<file path="src/rtl/key_react_capture_if.sv">
`default_nettype none
// ============================================================================
//  Module      : key_react_capture_if
//  Description : Bundle between the main reaction-tester state machine and
//                the key capture block. The master (main FSM) drives the
//                current state and player; the slave (key_react_capture)
//                returns the press strobe, early-press flag, live reaction
//                time, and per-player turn index and average.
//  Signals     : machine_state[2:0] cur_player      (master -> slave)
//                press_pulse early_press react_time[9:0]
//                test_turn_A/B[2:0] avr_react_time_A/B[9:0] (slave -> master)
//  Revision    : 1.0 - initial release
// ============================================================================
interface key_react_capture_if;
    logic [2:0] machine_state;
    logic       cur_player;
    logic       press_pulse;
    logic       early_press;
    logic [9:0] react_time;
    logic [2:0] test_turn_A;
    logic [2:0] test_turn_B;
    logic [9:0] avr_react_time_A;
    logic [9:0] avr_react_time_B;

    modport master (
        output machine_state, cur_player,
        input  press_pulse, early_press, react_time,
               test_turn_A, test_turn_B, avr_react_time_A, avr_react_time_B
    );

    modport slave (
        input  machine_state, cur_player,
        output press_pulse, early_press, react_time,
               test_turn_A, test_turn_B, avr_react_time_A, avr_react_time_B
    );
endinterface
`default_nettype wire

</file>
<file path="src/rtl/key_react_capture.sv">
`default_nettype none
// ============================================================================
//  Module      : key_react_capture
//  Description : Debounces the two active-low player keys, measures the
//                reaction time in ms while the main FSM is in START, and
//                accumulates eight samples per player to produce a turn
//                index and a truncated average.
//  Ports       : clk, rstn (async, active-low), key_A, key_B (raw keys),
//                bus (key_react_capture_if.slave: state/player in,
//                press strobe, early flag, react time, turn, average out)
//  Revision    : 1.0 - initial release
// ============================================================================
module key_react_capture #(
    parameter int TICK_DIV  = 50000,
    parameter int DEB_TICKS = 10,
    parameter int MAX_MS    = 999
) (
    input  wire logic             clk,
    input  wire logic             rstn,
    input  wire logic             key_A,
    input  wire logic             key_B,
    key_react_capture_if.slave    bus
);

    localparam logic [2:0] ST_IDLE     = 3'd0;
    localparam logic [2:0] ST_WAIT     = 3'd1;
    localparam logic [2:0] ST_CLR_CNT1 = 3'd2;
    localparam logic [2:0] ST_START    = 3'd3;
    localparam logic [2:0] ST_STORAGE  = 3'd4;
    localparam logic [2:0] ST_CLR_CNT2 = 3'd5;
    localparam logic [2:0] ST_AVERAGE  = 3'd6;

    localparam int DIV_W = (TICK_DIV > 2) ? $clog2(TICK_DIV) : 1;
    localparam int DEB_W = (DEB_TICKS > 2) ? $clog2(DEB_TICKS) : 1;
    localparam logic [DIV_W-1:0] DIV_LAST = DIV_W'(TICK_DIV - 1);
    localparam logic [DEB_W-1:0] DEB_LAST = DEB_W'(DEB_TICKS - 1);
    localparam logic [9:0]       MAX_CNT  = 10'(MAX_MS);

    // ------------------------------------------------------------------
    // 1 ms tick: free-running divider, tick on the terminal count
    // ------------------------------------------------------------------
    logic [DIV_W-1:0] div_cnt;
    logic             tick;

    assign tick = (div_cnt == DIV_LAST);

    always_ff @(posedge clk or negedge rstn) begin
        if (!rstn) begin
            div_cnt <= '0;
        end else if (tick) begin
            div_cnt <= '0;
        end else begin
            div_cnt <= div_cnt + 1'b1;
        end
    end

    // ------------------------------------------------------------------
    // Per-key synchronizer + debouncer. Index 1 = A, 0 = B so the key
    // can be selected directly by cur_player.
    // ------------------------------------------------------------------
    logic [1:0] key_raw;
    logic [1:0] key_fall;

    assign key_raw = {key_A, key_B};

    for (genvar k = 0; k < 2; k++) begin : g_key
        logic [1:0]       sync;
        logic             deb;
        logic             deb_d;
        logic [DEB_W-1:0] stable_cnt;

        // stable_cnt counts consecutive tick samples that disagree with
        // the accepted level; any agreeing sample restarts the count.
        always_ff @(posedge clk or negedge rstn) begin
            if (!rstn) begin
                sync       <= 2'b11;
                deb        <= 1'b1;
                deb_d      <= 1'b1;
                stable_cnt <= '0;
            end else begin
                sync  <= {sync[0], key_raw[k]};
                deb_d <= deb;
                if (tick) begin
                    if (sync[1] == deb) begin
                        stable_cnt <= '0;
                    end else if (stable_cnt == DEB_LAST) begin
                        deb        <= sync[1];
                        stable_cnt <= '0;
                    end else begin
                        stable_cnt <= stable_cnt + 1'b1;
                    end
                end
            end
        end

        assign key_fall[k] = deb_d & ~deb;
    end

    // ------------------------------------------------------------------
    // Reaction measurement
    // ------------------------------------------------------------------
    logic [2:0] prev_state;
    logic       captured;
    logic       press_pulse;
    logic       early_press;
    logic [9:0] react_time;
    logic       press_evt;
    logic       press_accept;
    logic       store_en;
    logic       avg_en;

    assign press_evt    = key_fall[bus.cur_player];
    assign press_accept = press_evt && (bus.machine_state == ST_START) && !captured;
    assign store_en     = (bus.machine_state == ST_STORAGE) && (prev_state != ST_STORAGE);
    assign avg_en       = (bus.machine_state == ST_AVERAGE) && (prev_state != ST_AVERAGE);

    always_ff @(posedge clk or negedge rstn) begin
        if (!rstn) begin
            prev_state  <= ST_IDLE;
            captured    <= 1'b0;
            press_pulse <= 1'b0;
            early_press <= 1'b0;
            react_time  <= '0;
        end else begin
            prev_state  <= bus.machine_state;
            press_pulse <= press_accept;

            if (bus.machine_state == ST_CLR_CNT1) begin
                captured <= 1'b0;
            end else if (press_accept) begin
                captured <= 1'b1;
            end

            if ((bus.machine_state == ST_IDLE) || (bus.machine_state == ST_CLR_CNT1)) begin
                early_press <= 1'b0;
            end else if ((bus.machine_state == ST_WAIT) && press_evt) begin
                early_press <= 1'b1;
            end

            // A press coinciding with a tick wins: the count freezes at
            // its pre-increment value.
            if ((bus.machine_state == ST_CLR_CNT1) || (bus.machine_state == ST_CLR_CNT2)) begin
                react_time <= '0;
            end else if ((bus.machine_state == ST_START) && !captured && !press_accept &&
                         tick && (react_time < MAX_CNT)) begin
                react_time <= react_time + 10'd1;
            end
        end
    end

    // ------------------------------------------------------------------
    // Per-player accumulation and averaging. Index 1 = A, 0 = B.
    // ------------------------------------------------------------------
    logic [2:0] turn [2];
    logic [9:0] avr  [2];

    for (genvar p = 0; p < 2; p++) begin : g_player
        logic [3:0]  n;
        logic [12:0] sum;
        logic [9:0]  avr_q;
        logic        sel;

        assign sel = (bus.cur_player == 1'(p));

        always_ff @(posedge clk or negedge rstn) begin
            if (!rstn) begin
                n     <= '0;
                sum   <= '0;
                avr_q <= '0;
            end else if (bus.machine_state == ST_IDLE) begin
                n     <= '0;
                sum   <= '0;
                avr_q <= '0;
            end else begin
                if (store_en && sel && (n < 4'd8)) begin
                    sum <= sum + 13'(react_time);
                    n   <= n + 4'd1;
                end
                if (avg_en && sel && (n == 4'd8)) begin
                    avr_q <= sum[12:3];
                end
            end
        end

        // n in 1..8 maps to 0..7; n = 8 wraps its low bits to 0, so
        // subtracting one yields 7 without a wider intermediate.
        assign turn[p] = (n == 4'd0) ? 3'd0 : (n[2:0] - 3'd1);
        assign avr[p]  = avr_q;
    end

    assign bus.press_pulse      = press_pulse;
    assign bus.early_press      = early_press;
    assign bus.react_time       = react_time;
    assign bus.test_turn_A      = turn[1];
    assign bus.test_turn_B      = turn[0];
    assign bus.avr_react_time_A = avr[1];
    assign bus.avr_react_time_B = avr[0];

endmodule
`default_nettype wire

</file>
<file path="src/flat_wrapper.sv">
// flat-port wrapper written by rule: the top's interface ports become plain ports
module key_react_capture_flat 
#(
    parameter int TICK_DIV  = 50000,
    parameter int DEB_TICKS = 10,
    parameter int MAX_MS    = 999
)
  (clk, rstn, key_A, key_B, bus_machine_state, bus_cur_player, bus_press_pulse, bus_early_press, bus_react_time, bus_test_turn_A, bus_test_turn_B, bus_avr_react_time_A, bus_avr_react_time_B);
  key_react_capture_if bus_i ();
  input  wire logic clk;
  input  wire logic rstn;
  input  wire logic key_A;
  input  wire logic key_B;
  input wire logic [$bits(bus_i.machine_state)-1:0] bus_machine_state;
  input wire logic [$bits(bus_i.cur_player)-1:0] bus_cur_player;
  output wire logic [$bits(bus_i.press_pulse)-1:0] bus_press_pulse;
  output wire logic [$bits(bus_i.early_press)-1:0] bus_early_press;
  output wire logic [$bits(bus_i.react_time)-1:0] bus_react_time;
  output wire logic [$bits(bus_i.test_turn_A)-1:0] bus_test_turn_A;
  output wire logic [$bits(bus_i.test_turn_B)-1:0] bus_test_turn_B;
  output wire logic [$bits(bus_i.avr_react_time_A)-1:0] bus_avr_react_time_A;
  output wire logic [$bits(bus_i.avr_react_time_B)-1:0] bus_avr_react_time_B;
  assign bus_i.machine_state = bus_machine_state;
  assign bus_i.cur_player = bus_cur_player;
  assign bus_press_pulse = bus_i.press_pulse;
  assign bus_early_press = bus_i.early_press;
  assign bus_react_time = bus_i.react_time;
  assign bus_test_turn_A = bus_i.test_turn_A;
  assign bus_test_turn_B = bus_i.test_turn_B;
  assign bus_avr_react_time_A = bus_i.avr_react_time_A;
  assign bus_avr_react_time_B = bus_i.avr_react_time_B;
  key_react_capture #(.TICK_DIV(TICK_DIV), .DEB_TICKS(DEB_TICKS), .MAX_MS(MAX_MS)) u_core (.clk(clk), .rstn(rstn), .key_A(key_A), .key_B(key_B), .bus(bus_i));
endmodule
</file>
<file path="config.mk">
export PLATFORM = sky130hd
export DESIGN_NAME = key_react_capture_flat
export DESIGN_NICKNAME = d
export VERILOG_FILES = /design/src/rtl/key_react_capture_if.sv /design/src/rtl/key_react_capture.sv /design/src/flat_wrapper.sv
export SDC_FILE = /design/constraint.sdc
export NUM_CORES = 1
export LEC_CHECK = 0
export BUFFER_PORTS_ARGS = -buffer_cell sky130_fd_sc_hd__buf_2
export CAP_MARGIN = 20
export CORE_UTILIZATION = 35
export DETAILED_ROUTE_END_ITERATION = 10
export MAX_ROUTING_LAYER = met4
export PLACE_DENSITY = 0.48
export SLEW_MARGIN = 20
export SYNTH_ARGS = -nofsm -noshare
export SYNTH_HDL_FRONTEND = slang
export SYNTH_SLANG_ARGS = --single-unit
</file>
<file path="constraint.sdc">
create_clock -name clk -period 6.65 [get_ports clk]
set_clock_uncertainty 0.1 [all_clocks]
set_input_delay 1.33 -clock clk [delete_from_list [all_inputs] [get_ports clk]]
set_output_delay 1.33 -clock clk [all_outputs]
set_load 0.005 [all_outputs]
</file>
Word-level counts from Yosys, hierarchy flattened --
Cells that the tools add are included. Widths: inputs -> output; s select.
Storage, ports and cells: flip-flop bits (word level) 102, latch bits 0, bits in writable memories 0, ROM bits 0, input port bits 8, logic and storage cells 116, memories kept 0
Operators by class: add/sub/neg operators 10, multiply operators 0, divide/modulo/power cells 0, magnitude comparators 4, equality and inequality tests 15, shifts and indexed selects 0, muxes and demuxes 27, bitwise operators 7, reductions and logical operators 33
Operator list (number):
- $mux 10 | 6
- $mux 13 | 4
- $mux 4 | 8
- $add 13x10->13 | 2
- $logic_and 1x1->1 | 17
- $add 16x1->16 const B | 1
- $add 4x1->4 const B | 4
- $eq 16x16->1 const B | 1
- $eq 4x4->1 const B | 4
- $mux 16 | 1
- $reduce_bool 2->1 | 7
- $add 10x1->10 const B | 1
- $lt 10x10->1 const B | 1
- $eq 3x3->1 const B | 3
- $logic_not 4->1 | 2
- $lt 4x4->1 const B | 2
- $eq 3x2->1 const B | 2
- $mux 1 | 6
- $mux 3 | 2
- $ne 3x3->1 const B | 2
- $reduce_and 3->1 | 2
- $sub 3x1->3 const B | 2
- $not 1->1 | 5
- $eq 3x1->1 const B | 1
- 6 further kinds | 10

Logic depth before layout (Yosys ltp) --
Gate-level depths: netlist of run 1.
word-level depth 12, mapped depth 8, mapped depth without buffers 7

Worst setup path before layout of run 1 --
OpenSTA, ideal clock, no wires.
kind input to register, start point input port bus_machine_state[1], end point register u_core.g_player[0].sum[11], arrival time 2.863 ns, setup slack 3.562 ns, stages 6, buffers on the path 1, cells stage by stage buf_2 > or4b_4 > nor3_4 > o211ai_1 > a21oi_1 > mux2_2
Between the ends: word-level cells in the longest chain between the ends 5
Ends and longest elaborated chain:
- start: declaration | line flat_wrapper.sv:14 | input wire logic [$bits(bus_i.machine_state)-1:0] bus_machine_state;
- $eq 3x3->1 | line key_react_capture.sv:114 | assign store_en = (bus.machine_state == ST_STORAGE) && (prev_state != ST_STORAGE);
- $logic_and 1x1->1 | line key_react_capture.sv:114
- $logic_and 1x1->1 (2 in series) | line key_react_capture.sv:175 | if (store_en && sel && (n < 4'd8)) begin
- $reduce_bool 2->1 (no source line)
- end signal: assignment | line key_react_capture.sv:176 | sum <= sum + 13'(react_time);
- end: declaration | line key_react_capture.sv:159 | logic [12:0] sum;
Several ways; a longest one is shown, not always the timed one. A chain may end at the register's enable or synchronous reset.

Worst setup path in the final report of run 1 --
start point input port bus_machine_state[2], end point register u_core.react_time[5] (netlist: u_core.bus.react_time[5])
Between the ends: word-level cells in the longest chain between the ends 8
Ends and longest elaborated chain:
- $eq 3x2->1 | line key_react_capture.sv:113, key_react_capture.sv:144
- $logic_and 1x1->1 (2 in series) | line key_react_capture.sv:113 | assign press_accept = press_evt && (bus.machine_state == ST_START) && !captured;
- $logic_not 1->1 | line key_react_capture.sv:144 | end else if ((bus.machine_state == ST_START) && !captured && !press_accept &&
- $logic_and 1x1->1 (2 in series) | line key_react_capture.sv:144
- $logic_and 1x1->1 | line key_react_capture.sv:145 | tick && (react_time < MAX_CNT)) begin
- $reduce_bool 2->1 (no source line)
- end signal: assignment | line key_react_capture.sv:146 | react_time <= react_time + 10'd1;
- end: declaration | line key_react_capture.sv:106 | logic [9:0] react_time;
Several ways; a longest one is shown, not always the timed one.

==> flow_metrics.py, run 1 <==
metrics = {
    "logic_synthesis": {
        "syn_area_sq_um": 5490,
        "yosys_most_used_dff": "dfrtp_1",
        "syn_inst": 578,
        "async_flop_share": 1.00,
        "synth_nets": 620,
        "ys_ff_latch": 102,
        "synth_cell_types": 59,
        "syn_avg_cell_area_sq_um": 9.50,
        "synth_edf_count": 0,
        "synth_warnings": 0,
        "yosysSeqAreaShare": 0.467,
    },
    "worst_setup_path": {
        "slowest_delay_ns": 0.67,
        "cp_cell_sequence": "buf_2, nand4bb_1, a221oi_1, nand4bb_1, or4_1, a21oi_1",
        "cp.required_ns": 6.83,
        "crit_arrival_ns": 3.31,
        "worst-path-max-fanout": 18,
        "crit_slowest_cell": "or4_1",
        "cp-end-kind": "flip-flop",
        "path_class": "in -> reg",
        "crit_top_cell": "nand4bb_1",
        "worstSetupStartpointType": "primary input",
    },
    "clock_tree": {
        "clkLatencyLatePin_ns": 0.35,
        "cts-root-buf": "clkbuf_16",
        "ctsHoldBuffers": 0,
        "cts_tree": "yes",
        "cts_resized": 0,
        "h-tree-depth": 3,
        "cts.sinks": 102,
        "clk_pin_slew_ns": 0.07,
        "cts_made_buffers": 9,
        "post_cts_buffers": 0,
        "cts.path.max_buffers": 2,
    },
    "power_and_ir_drop": {
        "p_int_mw": 1.03,
        "p_leak_nw": 2.85,
        "clkPwrFrac": 0.461,
        "combPwrFrac": 0.061,
        "swShare": 0.230,
        "p_seq_frac": 0.478,
        "p_total_mw": 1.33,
        "powerDensity_nw_per_um2": 211,
        "ir_worst_vdd_uv": 126,
        "p_switching_mw": 0.306,
    },
    "cells_and_area": {
        "area_growth_pct": 14.7,
        "diodes": 0,
        "mostFrequentLayoutCells": "dfrtp_1, nand2_1, o21ai_0, nand3_1, buf_2",
        "drive_above_1_share": 0.141,
        "nets": 663,
        "mostFrequentLayoutCell": "dfrtp_1",
    },
    "sta": {
        "relSlewSlack": 0.391,
        "worst_pin_slew_ns": 0.907,
        "period_needed_ns": 3.13,
        "finalHoldViolCount": 0,
        "setup_viol": 0,
        "max_freq_ghz": 0.320,
        "rsz0062_at_grt": "false",
        "final.setup.tns_ns": 0,
        "final.period_utilization": 0.470,
        "maxSlewViolCount": 0,
    },
    "run": {
        "cap_violations": 0,
    },
    "floorplanning": {
        "std_cell_rows": 45,
        "die_x_microns": 127,
        "dieArea_sq_um": 16200,
        "start_util": 0.360,
        "dieHeight_microns": 127,
        "ios": 46,
        "core_sq_um": 15300,
    },
    "global_route": {
        "grt_pass1_vias": 4062,
        "antenna_found_initial": 0,
        "gr-total-overflow": 0,
        "grt_pass1_wl_microns": 20700,
        "grt_max_degree": 62,
        "grt_usage": 0.169,
    },
    "detailed_routing": {
        "first_pass_iters": 4,
        "vias": 4240,
        "vias_per_cell": 5.07,
        "ant_nets": 0,
        "drt_iter0_markers": 172,
        "routed_wl_microns": 12400,
        "wl_per_cell_microns": 14.9,
        "drc": 0,
    },
    "place": {
        "dpl.hpwl_microns": 8760,
        "io_buffer_count": 45,
        "place.gp.congestion": 0.808,
    },
    "run_status": {
        "run_status": "finished clean",
    },
    "min_path": {
        "hold_path.class": "reg -> reg",
    },
}
worst max-delay path, delay by kind of cell:
family          cells  cell delay, ns
compound gates      2            0.43
simple gates        3            1.40
buf+inv             1            0.15
stage by stage:
| step | hold WS [ns] | instances | setup WS [ns] | instance area, sq um | utilization |
|---|---|---|---|---|---|
| floorplan | 0.245 | 578 | 3.56 | 5490 | - |
| global placement | 0.247 | 821 | 3.17 | 5950 | 0.390 |
| detailed placement | 0.248 | 821 | 3.15 | 5950 | 0.390 |
| CTS | 0.260 | 837 | 3.51 | 6300 | 0.413 |
| global route | 0.261 | 837 | 3.30 | 6300 | 0.413 |
| finish | 0.258 | 837 | 3.52 | 6300 | 0.413 |
Yosys cell counts, drive strengths merged (2+ instances only):
| library cell | n | share of area |
|---|---|---|
| o21a | 2 | 0.0027 |
| buf | 4 | 0.0036 |
| nand4bb | 2 | 0.0041 |
| o31ai | 11 | 0.015 |
| nand2 | 61 | 0.042 |
| a21o | 5 | 0.0068 |
| or4 | 4 | 0.0055 |
| nand2b | 4 | 0.0046 |
| nor2b | 2 | 0.0023 |
| nor3b | 5 | 0.0077 |
| dfrtp | 94 | 0.43 |
| or2 | 4 | 0.0046 |
| inv | 27 | 0.018 |
| o21ai | 62 | 0.057 |
| nor4 | 4 | 0.0057 |
| xor2 | 21 | 0.033 |
| fa | 2 | 0.0073 |
| xnor2 | 9 | 0.014 |
| ha | 32 | 0.073 |
| a31oi | 2 | 0.0023 |
| a2111o | 2 | 0.0041 |
| and2 | 4 | 0.0046 |
| a21oi | 25 | 0.023 |
| o21bai | 5 | 0.0068 |
| mux2i | 6 | 0.011 |
| o211ai | 2 | 0.0027 |
| or3 | 6 | 0.0068 |
| nand3 | 49 | 0.045 |
| nor2 | 40 | 0.027 |
| a211oi | 7 | 0.0096 |
| nand4 | 8 | 0.0091 |
| nand3b | 5 | 0.0068 |
| dfstp | 8 | 0.038 |
| mux2 | 3 | 0.0062 |
| nor3 | 13 | 0.014 |
| clkbuf | 13 | 0.0089 |
| and3 | 7 | 0.0080 |
path summary, 6_finish.rpt:
kind	slack, ns	start	depth (start not counted)	to
min in group asynchronous	0.94	rstn	1	u_core.g_key[1].stable_cnt[2]
max in group asynchronous	4.47	rstn	2	u_core.g_player[0].sum[10]
worst max-delay path	3.52	bus_machine_state[2]	6	u_core.bus.react_time[5]
worst max register to register	3.93	u_core.bus.react_time[1]	6	u_core.bus.react_time[5]
worst min register to register	0.26	u_core.g_key[1].sync[0]	0	u_core.g_key[1].sync[1]
worst min-delay path	0.26	u_core.g_key[1].sync[0]	0	u_core.g_key[1].sync[1]
sequential cells by signal, summed over array words and instances (netlist names):
signal / flops
u_core.bus.early_press: 1
u_core.bus.press_pulse: 1
u_core.bus.avr_react_time_B: 10
u_core.g_key.deb: 2
u_core.captured: 1
u_core.bus.react_time: 10
u_core.g_key.deb_d: 2
u_core.bus.avr_react_time_A: 10
u_core.g_key.stable_cnt: 8
u_core.g_player.n: 8
u_core.g_player.sum: 26
u_core.div_cnt: 16
u_core.g_key.sync: 4
u_core.prev_state: 3
power by group through the flow:
stage	combinational (mW)	clock [mW]	sequential [mW]
finish	0.0813	0.614	0.636
CTS	0.0840	0.635	0.636
floorplan	0.0437	0	0.646
detailed placement	0.0834	0	0.648
global placement	0.0813	0	0.648
global route	0.0943	0.659	0.637
layout make-up:
type | count | area [sq um]
clock buffer | 9 | 225
inverter | 27 | 101
sequential | 102 | 2560
multi-input combinational | 432 | 2770
fill | 1502 | 8960
timing repair buffer | 49 | 258
tap | 211 | 264
clock inverter | 7 | 123
routing by layer:
| layer | track usage | vias up | part of all wire |
|---|---|---|---|
| li1 | - | 2147 | - |
| met1 | 0.223 | 2021 | 0.50 |
| met2 | 0.258 | 54 | 0.45 |
| met3 | 0.0255 | 18 | 0.025 |
| met4 | 0.0728 | 0 | 0.022 |
| met5 | - | - | 0 |
cell families after synthesis:
logic type / Yosys count / share of synthesized area
buf+inv: 44 / 0.0310
fa+ha+maj: 34 / 0.0802
simple gates: 226 / 0.213
mux: 9 / 0.0171
xor+xnor: 30 / 0.0478
flops: 102 / 0.467
compound gates: 133 / 0.144
No activity file was read; power rests on OpenSTA's default activity.
==> inputs of run 2 (changes only) <==
Settings changed: PLACE_DENSITY 0.48 to 0.5.
Clock period 6.65 ns to 2.55 ns, I/O delays scaled along.
==> flow_metrics.py, run 2 (same netlist as run 1, synthesis figures left out) <==
metrics = {
    "run_status": {
        "run_status": "finished clean",
    },
    "cells_and_area": {
        "finalInstanceArea_sq_um": 6410,
        "top_regs": "u_core.g_player.sum x26, u_core.div_cnt x16",
        "drive_above_1_share": 0.158,
        "diodes": 0,
        "mostFrequentLayoutCell": "dfrtp_1",
        "mostFrequentLayoutCells": "dfrtp_1, nand2_1, o21ai_0, nand3_1, buf_2",
        "area_growth_pct": 16.7,
        "largest_register_ffs": 26,
        "max_flop_register": "u_core.g_player.sum",
        "nets": 675,
        "n_fill_cell": 1491,
    },
    "worst_setup_path": {
        "worstSetupStartpoint": "u_core.bus.react_time[0]",
        "path_class": "reg -> reg",
        "cp.required_ns": 2.69,
        "r2r_end": "u_core.g_player[1].sum[12]",
        "reg2reg_from": "u_core.bus.react_time[0]",
        "reg2reg_depth": 7,
        "cp-end-kind": "flip-flop",
        "worstSetupStartpointType": "flip-flop",
        "r2r_slack_ns": 0.18,
        "crit_arrival_ns": 2.51,
        "endpoint": "u_core.g_player[1].sum[12]",
        "worst-path-max-fanout": 7,
    },
    "detailed_routing": {
        "ant_nets": 0,
        "drt_iter0_markers": 263,
        "routed_wl_microns": 12500,
        "vias": 4315,
        "wl_per_cell_microns": 14.8,
        "drc": 0,
        "first_pass_iters": 4,
        "vias_per_cell": 5.08,
    },
    "power_and_ir_drop": {
        "p_total_mw": 3.44,
        "powerDensity_nw_per_um2": 537,
        "p_leak_nw": 2.94,
        "ir_worst_vdd_uv": 313,
    },
    "sta": {
        "worst_pin_slew_ns": 0.605,
        "finalWorstSetupSlack_ns": 0.183,
        "rsz0062_at_grt": "false",
        "final.setup.tns_ns": 0,
        "relSlewSlack": 0.596,
        "finalHoldViolCount": 0,
        "maxSlewViolCount": 0,
        "period_needed_ns": 2.37,
        "setup_viol": 0,
        "max_freq_ghz": 0.423,
        "final.period_utilization": 0.928,
    },
    "min_path": {
        "hold_path.class": "in -> async",
    },
    "global_route": {
        "antenna_found_initial": 0,
        "grt_usage": 0.171,
        "grt_pass1_vias": 4145,
        "grt_pass1_wl_microns": 21200,
        "gr-total-overflow": 0,
        "grt_max_degree": 103,
    },
    "floorplanning": {
        "core_sq_um": 15300,
        "dieArea_sq_um": 16200,
        "ios": 46,
        "dieHeight_microns": 127,
        "std_cell_rows": 45,
        "die_x_microns": 127,
        "start_util": 0.360,
    },
    "clock_tree": {
        "h-tree-depth": 3,
        "cts_tree": "yes",
        "cts-root-buf": "clkbuf_16",
        "ctsHoldBuffers": 0,
        "cts.path.max_buffers": 2,
        "cts_resized": 0,
        "clkLatencyLatePin_ns": 0.35,
        "post_cts_buffers": 0,
        "cts.sinks": 102,
        "cts_made_buffers": 9,
        "clk_pin_slew_ns": 0.07,
    },
    "run": {
        "cap_violations": 0,
    },
    "place": {
        "dpl_cell_area_sq_um": 6050,
        "place.gp.congestion": 0.813,
        "io_buffer_count": 45,
        "dp_worst_setup_slack_ns": 0.108,
        "dpl.hpwl_microns": 8920,
    },
}
-- run 2: per-layer routing --
| layer | part of all wire | GRT usage | vias up |
|---|---|---|---|
| met5 | 0 | - | - |
| met4 | 0.012 | 0.0511 | 0 |
| met1 | 0.51 | 0.230 | 2069 |
| met3 | 0.021 | 0.0281 | 14 |
| li1 | - | - | 2177 |
| met2 | 0.46 | 0.267 | 55 |
-- run 2: per-stage QoR --
stage	hold slack (ns)	utilization	std cells
finish	0.118	0.420	849
global route	0.142	0.420	849
CTS	0.146	0.419	849
detailed placement	0.248	0.397	833
global placement	0.248	0.397	833
floorplan	0.114	-	578
-- run 2: worst min-delay path by stage --
stage | cells after the start | start | slack, ns | endpoint
floorplan | 0 | rstn | 0.11 | u_core.bus.avr_react_time_A[0]
global placement | 0 | u_core.g_key[0].sync[0] | 0.25 | u_core.g_key[0].sync[1]
detailed placement | 0 | u_core.g_key[0].sync[0] | 0.25 | u_core.g_key[0].sync[1]
CTS | 2 | rstn | 0.15 | u_core.g_key[1].stable_cnt[0]
global route | 1 | key_A | 0.14 | u_core.g_key[1].sync[0]
finish | 2 | rstn | 0.12 | u_core.g_key[0].stable_cnt[0]
-- run 2: critical path: stages (launching register included) --
cell and delay, ns:
dfrtp_1 0.46, ha_1 0.27, fa_1 0.44, a211oi_1 0.36, o21bai_1 0.18, a31oi_1 0.19, o21ai_0 0.13, mux2i_1 0.13
-- run 2: report_power, final --
part / switching, mW / internal [mW] / total (mW)
Combinational: 0.144 / 0.0764 / 0.220
Sequential: 0.0200 / 1.64 / 1.66
Clock: 0.617 / 0.945 / 1.56
Total: 0.781 / 2.66 / 3.44
-- run 2: layout make-up --
type | instances | area [sq um] | share of cell area
clock buffer | 12 | 267 | 0.0416
sequential | 102 | 2560 | 0.400
timing repair buffer | 61 | 360 | 0.0562
clock inverter | 4 | 77.6 | 0.0121
tap | 211 | 264 | 0.0412
inverter | 27 | 101 | 0.0158
multi-input combinational | 432 | 2780 | 0.433
==> inputs of run 3 (changes only) <==
Settings changed: ABC_AREA from default to 1, CORE_MARGIN from default to 5, CORE_UTILIZATION 35 to 28, PLACE_DENSITY 0.5 to 0.42.
==> flow_metrics.py, run 3 <==
metrics = {
    "logic_synthesis": {
        "synth_cell_types": 41,
        "syn_avg_cell_area_sq_um": 7.66,
        "yosysTopAreaCellShare": 0.387,
        "yosysTopAreaCell": "dfrtp_1",
        "synth_area_leaders": "dfrtp_1, nand2_1, nand3_1",
        "yosysSeqAreaShare": 0.421,
        "synth_nets": 836,
        "async_flop_share": 1.00,
        "synth_most_common_cell": "nand2_1",
        "synth_edf_count": 0,
        "syn_inst": 794,
        "syn_area_sq_um": 6090,
        "synth_warnings": 0,
        "synth_common_cells": "nand2_1, inv_1, nand3_1",
        "ys_ff_latch": 102,
        "yosys_most_used_dff": "dfrtp_1",
    },
    "detailed_routing": {
        "vias": 5087,
        "ant_nets": 0,
        "wl_per_cell_microns": 13.7,
        "vias_per_cell": 4.49,
        "drc": 0,
        "first_pass_iters": 5,
        "routed_wl_microns": 15600,
        "drt_iter0_markers": 323,
    },
    "worst_setup_path": {
        "crit_family": "simple AND/OR/NAND/NOR gates",
        "cp-end-kind": "output pin",
        "worstSetupStartpointType": "flip-flop",
        "crit_arrival_ns": 1.71,
        "slowest_delay_ns": 0.40,
        "path_buf_inv": 3,
        "crit_top_cell": "inv_1",
        "worst-path-max-fanout": 5,
        "cp.required_ns": 1.94,
        "cp_cell_sequence": "inv_1, ha_1, inv_1, nor3_1, nor2_1, buf_2",
        "crit_slowest_cell": "dfrtp_1",
        "path_class": "reg -> out",
    },
    "power_and_ir_drop": {
        "powerDensity_nw_per_um2": 512,
        "p_leak_nw": 3.68,
        "ir_worst_vdd_uv": 281,
    },
    "cells_and_area": {
        "diodes": 0,
        "n_fill_cell": 2345,
        "mostFrequentLayoutCell": "nand2_1",
        "top_regs": "u_core.g_player.sum x26, u_core.div_cnt x16",
        "mostFrequentLayoutCells": "nand2_1, inv_1, nand3_1, dfrtp_1, nor2_1",
        "nets": 891,
        "drive_above_1_share": 0.122,
        "finalCoreUtilization": 0.322,
        "largest_register_ffs": 26,
        "max_flop_register": "u_core.g_player.sum",
        "area_growth_pct": 14.3,
    },
    "global_route": {
        "grt_usage": 0.135,
        "grt_pass1_wl_microns": 25800,
        "gr-total-overflow": 0,
        "grt_pass1_vias": 4992,
        "grt_max_degree": 38,
        "antenna_found_initial": 0,
    },
    "clock_tree": {
        "cts_tree": "yes",
        "cts_made_buffers": 9,
        "cts.sinks": 102,
        "cts_resized": 0,
        "clkLatencyLatePin_ns": 0.35,
        "post_cts_buffers": 0,
        "h-tree-depth": 3,
        "clk_pin_slew_ns": 0.07,
        "cts.path.max_buffers": 2,
        "cts-root-buf": "clkbuf_16",
    },
    "floorplanning": {
        "ios": 46,
        "die_x_microns": 157,
        "std_cell_rows": 54,
        "dieHeight_microns": 157,
        "core_sq_um": 21600,
        "start_util": 0.281,
        "dieArea_sq_um": 24800,
    },
    "place": {
        "io_buffer_count": 45,
        "dpl.hpwl_microns": 12100,
        "place.gp.congestion": 0.830,
    },
    "sta": {
        "period_needed_ns": 2.32,
        "final.period_utilization": 0.911,
        "rsz0062_at_grt": "false",
        "final.setup.tns_ns": 0,
        "maxSlewViolCount": 0,
        "relSlewSlack": 0.702,
        "worst_pin_slew_ns": 0.445,
        "finalHoldViolCount": 0,
        "max_freq_ghz": 0.430,
        "setup_viol": 0,
    },
    "run": {
        "cap_violations": 0,
    },
    "run_status": {
        "run_status": "finished clean",
    },
    "min_path": {
        "hold_path.class": "in -> reg",
    },
}
-- run 3: cell count changes after synthesis, moves of 8 or more --
cell / delta
o22ai_1: +8
o21ai_0: -20
clkbuf_1: -11
nor2_1: +36
nand3_1: +50
nand2_1: +144
inv_1: +89
o31ai_1: -11
-- run 3: timing repair --
item	4_1_cts	5_1_grt
hold buffers	1	0
setup endpoints to repair	0	0
hold endpoints to repair	16	0
-- run 3: through the flow --
| stage | instances | hold WS, ns | cell area (sq um) | total power, mW | setup slack (ns) |
|---|---|---|---|---|---|
| final | 1134 | 0.160 | 6960 | 3.57 | 0.227 |
| after global routing | 1134 | 0.143 | 6960 | 3.76 | 0.0856 |
| after CTS | 1134 | 0.144 | 6960 | 3.64 | 0.166 |
| after detailed placement | 1117 | 0.252 | 6670 | 2.27 | 0.464 |
| after global placement | 1117 | 0.251 | 6670 | 2.28 | 0.496 |
| after floorplan | 794 | 0.114 | 6090 | 2.05 | 0.662 |
-- run 3: layout make-up --
type                    count  area (sq um)  area share
multi-input cells         555          2970       0.427
well taps                 280           350      0.0504
inverters                 125           470      0.0676
repair buffers             56           325      0.0468
clock inverters             3          18.8     0.00270
clock buffers              13           260      0.0374
flip-flops and latches    102          2560       0.368
-- run 3: final timing paths --
path / cells after the start / to / slack [ns] / from
hold reg to reg: 0 / u_core.g_key[1].sync[1] / 0.26 / u_core.g_key[1].sync[0]
setup reg to reg: 8 / u_core.g_player[0].sum[12] / 0.46 / u_core.bus.react_time[0]
setup / recovery: 6 / bus_test_turn_B[2] / 0.23 / u_core.g_player[0].n[0]
max in group asynchronous: 3 / u_core.g_key[0].sync[1] / 1.17 / rstn
min in group asynchronous: 2 / u_core.g_key[1].stable_cnt[1] / 0.51 / rstn
hold / removal: 1 / u_core.g_key[1].sync[0] / 0.16 / key_A
-- run 3: cells by family after synthesis --
family	Yosys count	synth area share
buffers and inverters	137	0.0911
xor gates and xnor gates	27	0.0389
DFF	102	0.421
adders and majority gates	34	0.0724
AOI/OAI and AO/OA	77	0.0734
and+or+nand+nor	417	0.303
-- run 3: report_power, final --
part	leakage [nW]	internal, mW	switching [mW]
clock	0.140	0.717	0.622
combinational	2.17	0.183	0.309
sequential	1.37	1.67	0.0640
-- run 3: layer usage --
metal,part of all wire,vias up,track usage
met2,0.44,68,0.205
met4,0.015,0,0.0414
met5,0,-,-
met3,0.026,14,0.0203
met1,0.52,2360,0.186
li1,-,2645,-
